[src/rtl/prom_op_sequencer.sv]
// prom_op_sequencer
// Turns a host flash request (sector erase, page program, bulk erase) into the
// M25P16 command series on the SPI engine's 32-bit command port: Write Enable,
// the operation, then Read Status polling until Write-In-Progress clears or the
// poll budget is used up. While busy, this block is the only writer of that port.
//
// state     | meaning
// ----------+------------------------------------------------------------
// IDLE      | ready for a request; req_ready high
// WREN_ISS  | wait for engine idle, then strobe Write Enable
// WREN_WAIT | wait for the engine to take and finish Write Enable
// OP_ISS    | wait for engine idle, then strobe SE / PP / BE
// OP_WAIT   | wait for the engine to take and finish the operation
// GAP       | idle spacing before the next Read Status
// POLL_ISS  | wait for engine idle, then strobe Read Status
// POLL_WAIT | wait for Read Status result, decide done / poll again
// DONE      | one-cycle done pulse, status valid
module prom_op_sequencer #(
    parameter int POLL_GAP   = 1000,
    parameter int MAX_POLLS  = 50000,
    parameter int ISSUE_WDOG = 8
) (
    input  logic        i_clk,
    input  logic        i_reset,
    input  logic        i_req_valid,
    input  logic [1:0]  i_req_op,
    input  logic [23:0] i_req_addr,
    output logic        o_req_ready,
    input  logic        i_abort,
    output logic        o_busy,
    output logic        o_done,
    output logic [1:0]  o_status,
    output logic [15:0] o_poll_count,
    output logic [31:0] o_spi_cmd,
    output logic        o_spi_cmd_wen,
    input  logic        i_spi_busy,
    input  logic [31:0] i_spi_result
);

    localparam logic [31:0] CMD_WREN = 32'h0600_0000;
    localparam logic [31:0] CMD_BE   = 32'hC700_0000;
    localparam logic [31:0] CMD_RDSR = 32'h0500_0000;
    localparam logic [7:0]  OPC_SE   = 8'hD8;
    localparam logic [7:0]  OPC_PP   = 8'h02;

    localparam logic [1:0]  OP_SE    = 2'b01;
    localparam logic [1:0]  OP_PP    = 2'b10;

    localparam logic [1:0]  ST_OK      = 2'b00;
    localparam logic [1:0]  ST_TIMEOUT = 2'b01;
    localparam logic [1:0]  ST_ABORTED = 2'b10;
    localparam logic [1:0]  ST_NORESP  = 2'b11;

    localparam int GAP_W  = (POLL_GAP > 1) ? $clog2(POLL_GAP) : 1;
    localparam int WDOG_W = (ISSUE_WDOG > 1) ? $clog2(ISSUE_WDOG) : 1;

    localparam logic [GAP_W-1:0]  GAP_LOAD  = GAP_W'(POLL_GAP - 1);
    localparam logic [WDOG_W-1:0] WDOG_LOAD = WDOG_W'(ISSUE_WDOG - 1);
    localparam logic [15:0]       POLL_MAX  = 16'(MAX_POLLS);

    typedef enum logic [3:0] {
        S_IDLE,
        S_WREN_ISS,
        S_WREN_WAIT,
        S_OP_ISS,
        S_OP_WAIT,
        S_GAP,
        S_POLL_ISS,
        S_POLL_WAIT,
        S_DONE
    } state_t;

    state_t              r_state;
    logic [1:0]          r_op;
    logic [23:0]         r_addr;
    logic                r_abort;
    logic                r_seen_busy;
    logic [GAP_W-1:0]    r_gap;
    logic [WDOG_W-1:0]   r_wdog;

    logic                w_abort;
    logic                w_wait_exit;
    logic                w_wdog_expired;
    logic                w_wip;
    logic [31:0]         w_op_cmd;
    logic                w_unused_result;

    // Abort counts as soon as it is sampled, not only a cycle later via the flag.
    assign w_abort        = r_abort | i_abort;
    assign w_wait_exit    = r_seen_busy & ~i_spi_busy;
    assign w_wdog_expired = ~r_seen_busy & ~i_spi_busy & (r_wdog == '0);
    assign w_wip          = i_spi_result[0];

    // Only the WIP bit of the status register matters here.
    assign w_unused_result = ^i_spi_result[31:1];

    // Command word for the latched operation.
    always_comb begin
        w_op_cmd = CMD_BE;
        case (r_op)
            OP_SE:   w_op_cmd = {OPC_SE, r_addr};
            OP_PP:   w_op_cmd = {OPC_PP, r_addr};
            default: w_op_cmd = CMD_BE;
        endcase
    end

    // Sequencer FSM with registered outputs.
    always_ff @(posedge i_clk) begin
        if (!i_reset) begin
            r_state       <= S_IDLE;
            r_op          <= 2'b00;
            r_addr        <= 24'h0;
            r_abort       <= 1'b0;
            r_seen_busy   <= 1'b0;
            r_gap         <= '0;
            r_wdog        <= '0;
            o_req_ready   <= 1'b1;
            o_busy        <= 1'b0;
            o_done        <= 1'b0;
            o_status      <= ST_OK;
            o_poll_count  <= 16'h0;
            o_spi_cmd     <= 32'h0;
            o_spi_cmd_wen <= 1'b0;
        end else begin
            o_spi_cmd_wen <= 1'b0;
            o_done        <= 1'b0;

            if (r_state != S_IDLE && i_abort) begin
                r_abort <= 1'b1;
            end

            case (r_state)
                S_IDLE: begin
                    if (i_req_valid && i_req_op != 2'b00) begin
                        r_op         <= i_req_op;
                        r_addr       <= i_req_addr;
                        r_abort      <= 1'b0;
                        o_poll_count <= 16'h0;
                        o_status     <= ST_OK;
                        o_busy       <= 1'b1;
                        o_req_ready  <= 1'b0;
                        r_state      <= S_WREN_ISS;
                    end
                end

                S_WREN_ISS: begin
                    if (w_abort) begin
                        o_status <= ST_ABORTED;
                        o_done   <= 1'b1;
                        r_state  <= S_DONE;
                    end else if (!i_spi_busy) begin
                        o_spi_cmd     <= CMD_WREN;
                        o_spi_cmd_wen <= 1'b1;
                        r_seen_busy   <= 1'b0;
                        r_wdog        <= WDOG_LOAD;
                        r_state       <= S_WREN_WAIT;
                    end
                end

                S_WREN_WAIT: begin
                    if (i_spi_busy) begin
                        r_seen_busy <= 1'b1;
                    end else if (w_wait_exit) begin
                        if (w_abort) begin
                            o_status <= ST_ABORTED;
                            o_done   <= 1'b1;
                            r_state  <= S_DONE;
                        end else begin
                            r_state <= S_OP_ISS;
                        end
                    end else if (w_wdog_expired) begin
                        o_status <= ST_NORESP;
                        o_done   <= 1'b1;
                        r_state  <= S_DONE;
                    end else begin
                        r_wdog <= r_wdog - 1'b1;
                    end
                end

                S_OP_ISS: begin
                    if (w_abort) begin
                        o_status <= ST_ABORTED;
                        o_done   <= 1'b1;
                        r_state  <= S_DONE;
                    end else if (!i_spi_busy) begin
                        o_spi_cmd     <= w_op_cmd;
                        o_spi_cmd_wen <= 1'b1;
                        r_seen_busy   <= 1'b0;
                        r_wdog        <= WDOG_LOAD;
                        r_state       <= S_OP_WAIT;
                    end
                end

                S_OP_WAIT: begin
                    if (i_spi_busy) begin
                        r_seen_busy <= 1'b1;
                    end else if (w_wait_exit) begin
                        if (w_abort) begin
                            o_status <= ST_ABORTED;
                            o_done   <= 1'b1;
                            r_state  <= S_DONE;
                        end else begin
                            r_gap   <= GAP_LOAD;
                            r_state <= S_GAP;
                        end
                    end else if (w_wdog_expired) begin
                        o_status <= ST_NORESP;
                        o_done   <= 1'b1;
                        r_state  <= S_DONE;
                    end else begin
                        r_wdog <= r_wdog - 1'b1;
                    end
                end

                S_GAP: begin
                    if (w_abort) begin
                        o_status <= ST_ABORTED;
                        o_done   <= 1'b1;
                        r_state  <= S_DONE;
                    end else if (r_gap == '0) begin
                        r_state <= S_POLL_ISS;
                    end else begin
                        r_gap <= r_gap - 1'b1;
                    end
                end

                S_POLL_ISS: begin
                    if (w_abort) begin
                        o_status <= ST_ABORTED;
                        o_done   <= 1'b1;
                        r_state  <= S_DONE;
                    end else if (!i_spi_busy) begin
                        o_spi_cmd     <= CMD_RDSR;
                        o_spi_cmd_wen <= 1'b1;
                        r_seen_busy   <= 1'b0;
                        r_wdog        <= WDOG_LOAD;
                        if (o_poll_count != POLL_MAX) begin
                            o_poll_count <= o_poll_count + 16'd1;
                        end
                        r_state <= S_POLL_WAIT;
                    end
                end

                S_POLL_WAIT: begin
                    if (i_spi_busy) begin
                        r_seen_busy <= 1'b1;
                    end else if (w_wait_exit) begin
                        if (w_abort) begin
                            o_status <= ST_ABORTED;
                            o_done   <= 1'b1;
                            r_state  <= S_DONE;
                        end else if (!w_wip) begin
                            o_status <= ST_OK;
                            o_done   <= 1'b1;
                            r_state  <= S_DONE;
                        end else if (o_poll_count >= POLL_MAX) begin
                            o_status <= ST_TIMEOUT;
                            o_done   <= 1'b1;
                            r_state  <= S_DONE;
                        end else begin
                            r_gap   <= GAP_LOAD;
                            r_state <= S_GAP;
                        end
                    end else if (w_wdog_expired) begin
                        o_status <= ST_NORESP;
                        o_done   <= 1'b1;
                        r_state  <= S_DONE;
                    end else begin
                        r_wdog <= r_wdog - 1'b1;
                    end
                end

                S_DONE: begin
                    o_busy      <= 1'b0;
                    o_req_ready <= 1'b1;
                    r_state     <= S_IDLE;
                end

                default: begin
                    o_busy      <= 1'b0;
                    o_req_ready <= 1'b1;
                    r_state     <= S_IDLE;
                end
            endcase
        end
    end

endmodule

[config.mk]
export PLATFORM = sky130hd
export DESIGN_NAME = prom_op_sequencer
export DESIGN_NICKNAME = d
export VERILOG_FILES = /design/src/rtl/prom_op_sequencer.sv
export SDC_FILE = /design/constraint.sdc
export NUM_CORES = 1
export LEC_CHECK = 0
export ABC_CLOCK_PERIOD_IN_PS = 3600
export CAP_MARGIN = 20
export CORE_ASPECT_RATIO = 1.4
export CORE_UTILIZATION = 45
export DETAILED_ROUTE_END_ITERATION = 6
export PLACE_DENSITY = 0.75
export SYNTH_ARGS = -nofsm -noshare
export SYNTH_HDL_FRONTEND = slang
export SYNTH_SLANG_ARGS = --single-unit
[constraint.sdc]
create_clock -name i_clk -period 3.6 [get_ports i_clk]
set_clock_uncertainty 0.2 [all_clocks]
set_input_delay 1.08 -clock i_clk [delete_from_list [all_inputs] [get_ports i_clk]]
set_output_delay 1.08 -clock i_clk [all_outputs]
set_load 0.005 [all_outputs]
==> metrics.txt, run 1 <==
status finished with violations; failing checks DRC; share of the synthesized area in the top cell type 0.448; max-cap viol count 0; post-synthesis cell count around 520; Final period util 0.883; Inst Count DP 700; TritonCTS buffer count 9; first-pass iteration count of the detailed router 6; crit end category flip-flop; I/O pin cnt between 100 and 150; Final Slew Violations 0; Post-DP Area 5260 µm²; Netlist Area Pre-Place around 4300 µm²; vias around 4000; post-DP HPWL roughly 7.4 mm; Total Neg Setup Slack 0 ns; Static Leakage between 1.5 and 2 nW; H-tree Lvls 3; share of cells above drive strength 1 0.0755; sequential area share after synthesis 0.448; dpl ws 0.0716 ns; clock slew at reported path FFs around 0.070 ns; Power Total about 0.0026 W; Power per Cell Area between 400 and 500 nW/µm²; number of synthesized flops with an enable pin 0; routed length per instance approximately 15 µm; FF-to-FF path depth 7; GRT Overall Usage 0.219; worst-case clock buffer depth 2; Clock Sinks between 90 and 100; hold worst-path end r_addr[10]; hold path depth 2; Max VDD drop about 0.00032 V; ys async rst share 0; Post-Syn Area per Cell slightly above 8 µm²; DRT antenna net count 0; CTS tree built; HP Class reg -> reg; FF-to-FF setup slack about 0.92 ns; Netlist cell types 55; synth warn 0; Max-slew headroom 0.539; Clock Root Buffer clkbuf_16; FP Rows a little over 40; Design Area, Final between 5000 and 6000 µm²; Most used DFF post-synth dfxtp_1; Synthesized Nets 593; Die Y roughly 120 µm; CORE AREA between 9000 and 10000 µm²; fin nets about 680; CP Class in -> reg; reg2reg end o_poll_count[7]; fin worst setup slack 0.422 ns; CP Data Required Time around 3.6 ns; drt drc 10; unrepaired setup endpoints after global routing no; worst slew pin tran 0.685 ns; Finish-stage setup viols 0; Post-CTS Setup Bufs 0; total length of routed wires around 10 mm; Routability Congestion 0.872; Final Hold Viols 0; total grt overflow 0; worst r2r src o_poll_count[11]; vias in the first global route a little under 4000; worst hold start r_addr[10]; post-CTS sizing 0; first-pass GRT wire length 17.7 mm; top post-synthesis cells by area dfxtp_1 45%, nand2_1 7.1%, a21oi_1 6.7%; largest net degree at the start of global routing 27; die area between 9000 and 10000 µm²; CP Data Arrival Time around 3.2 ns; antenna diode count 0; Synth-to-Final Area Change 29.1%; Hold-fix buffers, CTS 0; vias per cell approximately 5.5; clock latency on the worst-skew pair ~0.34 ns; critical path fanouts, max 14; area leader, netlist dfxtp_1; Final Non-Filler Cells slightly above 700; Die Wd between 80 and 90 µm; Critical Path Start Type input pin; initial core utilization 0.470; # port buffers between 80 and 90; initial antenna violation count 0; Fill cells 806; fmax 0.315 GHz; DR iter-0 viols between 200 and 250; FF+latch count, synth 96; min Tclk post-route around 3.2 ns
[state kept, by name (all words and copies together) (netlist names), 2 cells and up]
name / count
o_spi_cmd: 29
r_addr: 24
o_poll_count: 16
r_gap: 10
r_state: 4
r_wdog: 3
o_status: 2
r_op: 2
[worst max-delay path, stage by stage]
cell and delay (ns):
clkdlybuf4s50_1 0.47, or2_2 0.42, nor4_4 0.37, a21oi_4 0.17, nor4b_1 0.42, xnor2_1 0.19, nor2_1 0.06
[cells in the final DEF, fill, tap and decap left out, types with 3 or more instances in the layout]
cell type and instances:
a211oi_1 5, a21oi_1 57, a22oi_1 26, a311oi_1 3, buf_4 16, clkbuf_16 9
clkdlybuf4s50_1 84, clkinv_4 3, dfxtp_1 96, ha_1 8, inv_1 9, nand2_1 81
nand2b_1 6, nand3_1 15, nand3b_1 3, nand4_1 4, nor2_1 70, nor2b_1 5
nor3_1 20, nor4_1 3, nor4b_1 4, o21ai_0 9, or3_1 5, or4_1 4
xnor2_1 18
[synth_stat cells (3+ instances only)]
master     n
dfxtp_1   96
nand2_1   81
nor2_1    70
a21oi_1   57
a22oi_1   26
clkbuf_1  21
nor3_1    20
xnor2_1   18
nand3_1   15
inv_1      9
o21ai_0    9
ha_1       8
nand2b_1   6
a211oi_1   5
buf_4      5
nor2b_1    5
or3_1      5
nand4_1    4
nor4b_1    4
or4_1      4
a311oi_1   3
buf_2      3
nand3b_1   3
nor4_1     3
[power by group]
part | switching (W) | total (W) | internal (W) | leakage, nW
Clock | 0.000412 | 0.000888 | 0.000475 | 0.130
Sequential | 0.0000662 | 0.00120 | 0.00114 | 0.778
Combinational | 0.000294 | 0.000496 | 0.000202 | 0.979
[routing by layer]
layer | global-route usage | wire length [µm] | vias up
met1 | 0.243 | 4360 | 1870
met2 | 0.392 | 5320 | 99
met3 | 0.0652 | 652 | 12
met5 | 0 | 0 | -
li1 | - | - | 1983
met4 | 0.0752 | 131 | 0
[cell type report]
type	count	area [µm²]	area share
Timing Repair Buffer	101	981	0.177
Multi-Input combinational cell	386	2190	0.395
Clock buffer	11	233	0.0420
Tap cell	107	134	0.0242
Sequential cell	96	1920	0.347
Clock inverter	5	42.5	0.00768
Inverter	10	37.5	0.00678
[worst max-delay path by stage]
stage | start | depth (start not counted) | slack, ns | endpoint
2_1_floorplan | i_abort | 9 | 0.61 | o_spi_cmd[10]
5_1_grt | i_abort | 7 | 0.32 | o_poll_count[9]
6_report | i_abort | 7 | 0.42 | o_poll_count[6]
4_1_cts | i_abort | 7 | 0.42 | o_poll_count[9]
3_5_place_dp | i_abort | 7 | 0.07 | o_poll_count[9]
3_3_place_gp | i_abort | 7 | 0.17 | o_poll_count[9]
[metrics by stage]
stage | hold WS [ns] | utilization
after global placement | 0.237 | 0.576
final | 0.255 | 0.606
after CTS | 0.255 | 0.606
after floorplan | 0.236 | -
after detailed placement | 0.246 | 0.576
after global routing | 0.280 | 0.606
[logic make-up (layout without fill, tap and decap cells)]
| family | count (synthesis) | count (layout) | synth area share |
|---|---|---|---|
| AO/OA/AOI/OAI | 123 | 123 | 0.184 |
| XOR/XNOR | 19 | 19 | 0.0388 |
| adder cells (fa/ha/maj) | 8 | 8 | 0.0233 |
| buffers and inverters | 40 | 127 | 0.0420 |
| flip-flops | 96 | 96 | 0.448 |
| other | 1 | 1 | 0.000874 |
| AND/OR/NAND/NOR | 235 | 235 | 0.263 |
No activity file was read; power rests on OpenSTA's default activity.
==> run 2, diff against run 1 <==
--- a/config.mk
+++ b/config.mk
@@ -5,12 +5,14 @@
 export SDC_FILE = /design/constraint.sdc
 export NUM_CORES = 1
 export LEC_CHECK = 0
+export ABC_AREA = 1
 export ABC_CLOCK_PERIOD_IN_PS = 3600
 export CAP_MARGIN = 20
 export CORE_ASPECT_RATIO = 1.4
 export CORE_UTILIZATION = 45
 export DETAILED_ROUTE_END_ITERATION = 6
-export PLACE_DENSITY = 0.75
+export PLACE_DENSITY = 0.74
+export SKIP_LAST_GASP = 1
 export SYNTH_ARGS = -nofsm -noshare
 export SYNTH_HDL_FRONTEND = slang
 export SYNTH_SLANG_ARGS = --single-unit
==> run 2 against run 1 <==
The flow now finishes without violations. Global-route usage is 3.1 points higher. Combinational power rose by 5.2%. Design area is 5.1% higher. Non-clock buffer count fell by 9. Hold slack better by 0.013 ns. Total power increased by 2.1%. Die area rose by 8.0%. Sequential power about the same. Maximum frequency up 14%. Synthesized cell count is 27% higher. Synthesized area grew 8.2%. Worst setup slack improved by 0.38 ns. Largest cell class unchanged.
==> metrics.txt, run 2 <==
status finished, final reports clean (was finished with violations); max-cap viol count 0 (unchanged); post-CTS sizing 0 (unchanged); Die Wd 87.8 µm (was 84.5 µm); Inst Count DP 863 (was 700); Hold-fix buffers, CTS 0 (unchanged); most common cell after layout, fill and taps aside nor2_1 (was dfxtp_1); crit path from i_spi_busy (was i_abort); Max-slew headroom 0.639 (was 0.539); # port buffers 84 (unchanged); cells along the critical path clkdlybuf4s50_1 -> buf_4 -> nor2_1 -> nand2_2 -> buf_4 -> o21ai_2 -> inv_1 -> nand2_1 -> a21oi_1 (was clkdlybuf4s50_1 -> or2_2 -> nor4_4 -> a21oi_4 -> nor4b_1 -> xnor2_1 -> nor2_1); die area 10700 µm² (was 9930 µm²); FF+latch count, synth 96 (unchanged); critical path fanouts, max 20 (was 14); Final Slew Violations 0 (unchanged); worst hold start o_busy (was r_addr[10]); ys async rst share 0 (unchanged); Final Non-Filler Cells 879 (was 716); worst-case clock buffer depth 2 (unchanged); FP Rows 43 (was 41); Netlist cell types 35 (was 55); HP Class reg -> reg (unchanged); Top cell by count, worst path buf_4; clock latency on the worst-skew pair 0.34 ns (about the same); Critical Path Start Type input pin (unchanged); CP Class in -> reg (unchanged); vias per cell 5.30 (was 5.54); fmax 0.357 GHz (was 0.315 GHz); worst slew pin tran 0.541 ns (was 0.685 ns); Clock Root Buffer clkbuf_16 (unchanged); initial antenna violation count 0 (unchanged); TritonCTS buffer count 9 (unchanged); Max stage delay cell, worst path clkdlybuf4s50_1 (unchanged); share of the synthesized area in the top cell type 0.414 (was 0.448); Routability Congestion 0.956 (was 0.872); top post-synthesis cells by area dfxtp_1 41%, nor2_1 11%, nand2_1 10% (was dfxtp_1 45%, nand2_1 7.1%, a21oi_1 6.7%); crit-path max cell delay 0.56 ns (was 0.47 ns); Clock Sinks 96 (unchanged); Most used DFF post-synth dfxtp_1 (unchanged); Synthesized Nets 733 (was 593); Post-CTS Setup Bufs 0 (unchanged); routed length per instance 14.3 µm (was 14.6 µm); max FFs per register 29 (unchanged); H-tree Lvls 3 (unchanged); largest net degree at the start of global routing 38 (was 27); vias in the first global route 4580 (was 3899); CTS tree built (unchanged); Post-Syn Area per Cell 7.01 µm² (was 8.22 µm²); post-synthesis cell count 662 (was 522); Synth top cells by count 141 x nor2_1, 127 x nand2_1, 96 x dfxtp_1 (was 96 x dfxtp_1, 81 x nand2_1, 70 x nor2_1); vias 4655 (was 3964); synth warn 0 (unchanged); drt drc 0 (was 10); Final period util 0.778 (was 0.883); Power per Cell Area 453 nW/µm² (was 467 nW/µm²); Static Leakage 2.30 nW (was 1.89 nW); worst r2r src r_state[1] (was o_poll_count[11]); first-pass iteration count of the detailed router 5 (was 6); Die Y 122 µm (was 118 µm); Largest regs o_spi_cmd: 29 flops, r_addr: 24 flops, o_poll_count: 16 flops (unchanged); antenna diode count 0 (unchanged); initial core utilization 0.466 (was 0.470); CP Data Arrival Time 2.87 ns (was 3.19 ns); total grt overflow 0 (unchanged); Synth-to-Final Area Change 25.4% (was 29.1%); first-pass GRT wire length 21.0 mm (was 17.7 mm); Netlist Area Pre-Place 4640 µm² (was 4290 µm²); Total Neg Setup Slack 0 ns (unchanged); DRT antenna net count 0 (unchanged); GRT Overall Usage 0.250 (was 0.219); clock slew at reported path FFs 0.06 ns (was 0.07 ns); unrepaired setup endpoints after global routing no (unchanged); sequential area share after synthesis 0.414 (was 0.448); DR iter-0 viols 254 (was 247); share of cells above drive strength 1 0.0618 (was 0.0755); number of synthesized flops with an enable pin 0 (unchanged); I/O pin cnt 117 (unchanged); min Tclk post-route 2.80 ns (was 3.18 ns); Max VDD drop 0.000325 V (was 0.000322 V); area leader, netlist dfxtp_1 (unchanged); post-DP HPWL 8.91 mm (was 7.38 mm); Final Hold Viols 0 (unchanged); most frequent cells in the layout 141 x nor2_1, 127 x nand2_1, 96 x dfxtp_1 (was 96 x dfxtp_1, 84 x clkdlybuf4s50_1, 81 x nand2_1); most frequent cell after synthesis nor2_1 (was dfxtp_1); crit end category flip-flop (unchanged); fin nets 810 (was 675); Reg with most FFs o_spi_cmd (unchanged); total length of routed wires 12.6 mm (was 10.5 mm); CP Data Required Time 3.67 ns (was 3.61 ns); Finish-stage setup viols 0 (unchanged); CORE AREA 9950 µm² (was 9130 µm²)
-- run 2: cell type report --
class,instances,area [µm²]
clock buffer,12,246
timing repair buffer,92,913
multi-input combinational,490,2350
sequential,96,1920
tap,135,169
fill,934,4130
inverter,50,188
clock inverter,4,28.8
-- run 2: path summary, 6_finish.rpt --
check,depth (start not counted),end,slack [ns]
max,9,r_wdog[2],0.80
min,2,o_busy,0.27
max reg2reg,9,o_spi_cmd[22],1.32
min reg2reg,2,o_busy,0.27
-- run 2: logic make-up (layout without fill, tap and decap cells) --
family | after synthesis | after routing | synth area share
AO/OA/AOI/OAI | 118 | 118 | 0.141
XOR/XNOR | 13 | 13 | 0.0245
adder cells (fa/ha/maj) | 8 | 8 | 0.0216
buffers and inverters | 76 | 158 | 0.0787
flip-flops | 96 | 96 | 0.414
other | 1 | 1 | 0.000808
AND/OR/NAND/NOR | 350 | 350 | 0.319
-- run 2: stage by stage --
step	cell area [µm²]	hold WS [ns]	util	total power, W	setup slack (ns)
after floorplan	4640	0.236	-	0.00158	1.20
after global placement	5550	0.245	0.557	0.00174	0.496
after detailed placement	5550	0.255	0.557	0.00175	0.475
after CTS	5820	0.267	0.585	0.00265	0.824
after global routing	5820	0.301	0.585	0.00278	0.646
final	5820	0.268	0.585	0.00264	0.800
-- run 2: worst max-delay path: cells and delay by family --
kind | cells | cell delay [ns]
buffers and inverters | 4 | 1.18
AND/OR/NAND/NOR | 3 | 0.37
AO/OA/AOI/OAI | 2 | 0.24
-- run 2: routing by layer --
metal  vias to the layer above  track usage  share of wire
li1                       2303            -              -
met1                      2190        0.276           0.41
met2                       139        0.439           0.51
met3                        23       0.0623          0.061
met4                         0        0.124          0.024
met5                         -            0              0
-- run 2: power by group --
part | switching (W) | leakage (nW) | internal, W
sequential | 0.0000564 | 0.780 | 0.00115
combinational | 0.000332 | 1.39 | 0.000191
clock | 0.000417 | 0.129 | 0.000490
==> run 3, diff against run 2 <==
--- a/config.mk
+++ b/config.mk
@@ -6,12 +6,12 @@
 export NUM_CORES = 1
 export LEC_CHECK = 0
 export ABC_AREA = 1
-export ABC_CLOCK_PERIOD_IN_PS = 3600
+export ABC_CLOCK_PERIOD_IN_PS = 2400
 export CAP_MARGIN = 20
 export CORE_ASPECT_RATIO = 1.4
 export CORE_UTILIZATION = 45
 export DETAILED_ROUTE_END_ITERATION = 6
-export PLACE_DENSITY = 0.74
+export PLACE_DENSITY = 0.77
 export SKIP_LAST_GASP = 1
 export SYNTH_ARGS = -nofsm -noshare
 export SYNTH_HDL_FRONTEND = slang
==> constraint.sdc (replaced) <==
create_clock -name i_clk -period 2.4 [get_ports i_clk]
set_clock_uncertainty 0.2 [all_clocks]
set_input_delay 0.72 -clock i_clk [delete_from_list [all_inputs] [get_ports i_clk]]
set_output_delay 0.72 -clock i_clk [all_outputs]
set_load 0.005 [all_outputs]
==> run 3 against run 2 <==
Worst setup slack worse by 0.70 ns. Wire length is 0.62% lower. Via count is 0.99% higher. Cell count is 3.9% higher. Sequential cell count stayed put. Critical path depth is 8 lower. Combinational power is 66% higher. Critical endpoint is now o_poll_count[10].
==> metrics.txt, run 3 (synthesis gave the netlist of run 2 again) <==
Comb pwr share 0.214 (was 0.198); Die Y 122 µm (unchanged); cells along the critical path clkdlybuf4s50_1 (was clkdlybuf4s50_1 -> buf_4 -> nor2_1 -> nand2_2 -> buf_4 -> o21ai_2 -> inv_1 -> nand2_1 -> a21oi_1); Clock Sinks 96 (unchanged); Reg with most FFs o_spi_cmd (unchanged); routed length per instance 13.7 µm (was 14.3 µm); H-tree Lvls 3 (unchanged); Design Area, Final 6130 µm² (was 5820 µm²); sequential cell area 1920 µm² (unchanged); max-cap viol count 0 (unchanged); GRT Overall Usage 0.252 (was 0.250); Post-CTS Setup Bufs 0 (unchanged); Critical Path Start Type flip-flop (was input pin); post-CTS sizing 0 (unchanged); antenna diode count 0 (unchanged); fin nets 844 (was 810); die area 10700 µm² (unchanged); vias 4701 (was 4655); status finished, final reports clean (unchanged); Buf+Inv Stages, Crit Path 1 (was 4); total length of routed wires 12.5 mm (was 12.6 mm); Hold Slack 0.261 ns (was 0.268 ns); Top Usage Layer GRT met2 (unchanged); met3 Usage GRT 0.0786 (was 0.0623); largest net degree at the start of global routing 32 (was 38); vias in the first global route 4626 (was 4580); Sw Share 0.307 (was 0.305); Finished Core Util 0.616 (was 0.585); most common cell after layout, fill and taps aside nor2_1 (unchanged); Clock Root Buffer clkbuf_16 (unchanged); first-pass iteration count of the detailed router 5 (unchanged); Die Wd 87.8 µm (unchanged); first-pass GRT wire length 21.1 mm (was 21.0 mm); DR iter-0 viols 294 (was 254); DRT antenna net count 0 (unchanged); CP Class reg -> out (was in -> reg); Final Hold Viols 0 (unchanged); CP Data Required Time 1.48 ns (was 3.67 ns); I/O pin cnt 117 (unchanged); fmax 0.435 GHz; CTS tree built (unchanged); worst r2r src r_gap[0] (was r_state[1]); min Tclk post-route roughly 2.3 ns; Fill cells 907 (was 934); FF-to-FF path depth 10 (was 9); Sw Pwr 0.00124 W (was 0.000805 W); share of cells above drive strength 1 0.105 (was 0.0618); worst-case clock buffer depth 2 (unchanged); HP Class reg -> reg (unchanged); unrepaired setup endpoints after global routing no (unchanged); Inst Count DP 897 (was 863); crit end category output port (was flip-flop); FP Rows 43 (unchanged); internal power 0.00280 W (was 0.00183 W); Static Leakage 2.48 nW (was 2.30 nW); reg2reg end r_state[2] (was o_spi_cmd[22]); Seq pwr share 0.449 (was 0.459); Final Slew Violations 0 (unchanged); FF-to-FF setup slack 0.33 ns (was 1.32 ns); area occupied by multi-input gates 2350 µm² (unchanged); hold path depth 2 (unchanged); CP Data Arrival Time 1.38 ns (was 2.87 ns); Max stage delay cell, worst path clkdlybuf4s50_1 (unchanged); max FFs per register 29 (unchanged); Synth-to-Final Area Change 32.1% (was 25.4%); most frequent cells in the layout 141 x nor2_1, 127 x nand2_1, 96 x dfxtp_1 (unchanged); CORE AREA 9950 µm² (unchanged); Max VDD drop 0.000450 V (was 0.000325 V); hold worst-path end o_req_ready (was o_busy); GR Util met1 0.275 (was 0.276); crit-path max cell delay 0.56 ns (about the same); Finish-stage setup viols 0 (unchanged); critical path fanouts, max 7 (was 20); Clk pwr share 0.337 (was 0.343); # port buffers 84 (unchanged); Power per Cell Area 660 nW/µm² (was 453 nW/µm²); drt drc 0 (unchanged); vias per cell 5.15 (was 5.30); initial core utilization 0.466 (unchanged); Hold-fix buffers, CTS 0 (unchanged); worst hold start o_req_ready (was o_busy); Largest regs o_spi_cmd: 29 flops, r_addr: 24 flops, o_poll_count: 16 flops (unchanged); initial antenna violation count 0 (unchanged); TritonCTS buffer count 9 (unchanged); post-DP HPWL 9.21 mm (was 8.91 mm); Post-DP Area 5850 µm² (was 5550 µm²); Routability Congestion 0.904 (was 0.956); clock slew at reported path FFs 0.07 ns (was 0.06 ns); CP top delay family buffers and inverters (unchanged); clock latency on the worst-skew pair 0.35 ns (was 0.34 ns); Final Non-Filler Cells 913 (was 879); met2 Resource Use GR 0.451 (was 0.439); total grt overflow 0 (unchanged); Final period util 0.959
==> run 3: cell types whose count changed in the layout (fill, tap and decap cells not counted), sizes merged <==
cell	change
inv	+2
clkinv	+1
clkbuf	-3
buf	+34
==> run 3: worst max path at each step <==
| stage | start | endpoint | cells past startpoint |
|---|---|---|---|
| 2_1_floorplan | i_abort | o_spi_cmd[11] | 8 |
| 3_3_place_gp | i_abort | o_poll_count[15] | 10 |
| 3_5_place_dp | i_spi_busy | r_gap[3] | 9 |
| 4_1_cts | o_poll_count[10] | o_poll_count[10] | 1 |
| 5_1_grt | i_spi_busy | r_gap[1] | 10 |
| 6_report | o_poll_count[10] | o_poll_count[10] | 1 |
==> run 3: power by group through the flow <==
| stage | Sequential [W] | Combinational, W | Clock [W] |
|---|---|---|---|
| floorplan | 0.00183 | 0.000547 | 0 |
| global placement | 0.00184 | 0.000854 | 0 |
| detailed placement | 0.00185 | 0.000864 | 0 |
| CTS | 0.00182 | 0.000871 | 0.00139 |
| global route | 0.00183 | 0.000980 | 0.00145 |
| finish | 0.00182 | 0.000867 | 0.00136 |
==> run 3: final cells by class <==
type / instances / share of cell area
Multi-Input combinational cell: 490 / 0.384
Sequential cell: 96 / 0.314
Timing Repair Buffer: 126 / 0.199
Clock buffer: 9 / 0.0367
Inverter: 50 / 0.0306
Tap cell: 135 / 0.0276
Clock inverter: 7 / 0.00878
==> run 3: per-stage QoR <==
step	setup TNS, ns	setup slack, ns	total power [W]
2_1_floorplan	0	0.362	0.00238
3_3_place_gp	-5.64	-0.162	0.00270
3_5_place_dp	-7.24	-0.219	0.00271
4_1_cts	0	0.0869	0.00407
5_1_grt	0	0.00921	0.00427
6_report	0	0.0988	0.00405
==> run 3: routing by layer <==
metal  vias up  part of all wire  wire [µm]
met3        22             0.066        828
met5         -                 0          0
met1      2145              0.39       4900
met2       170              0.52       6480
li1       2364                 -          -
met4         0             0.021        267
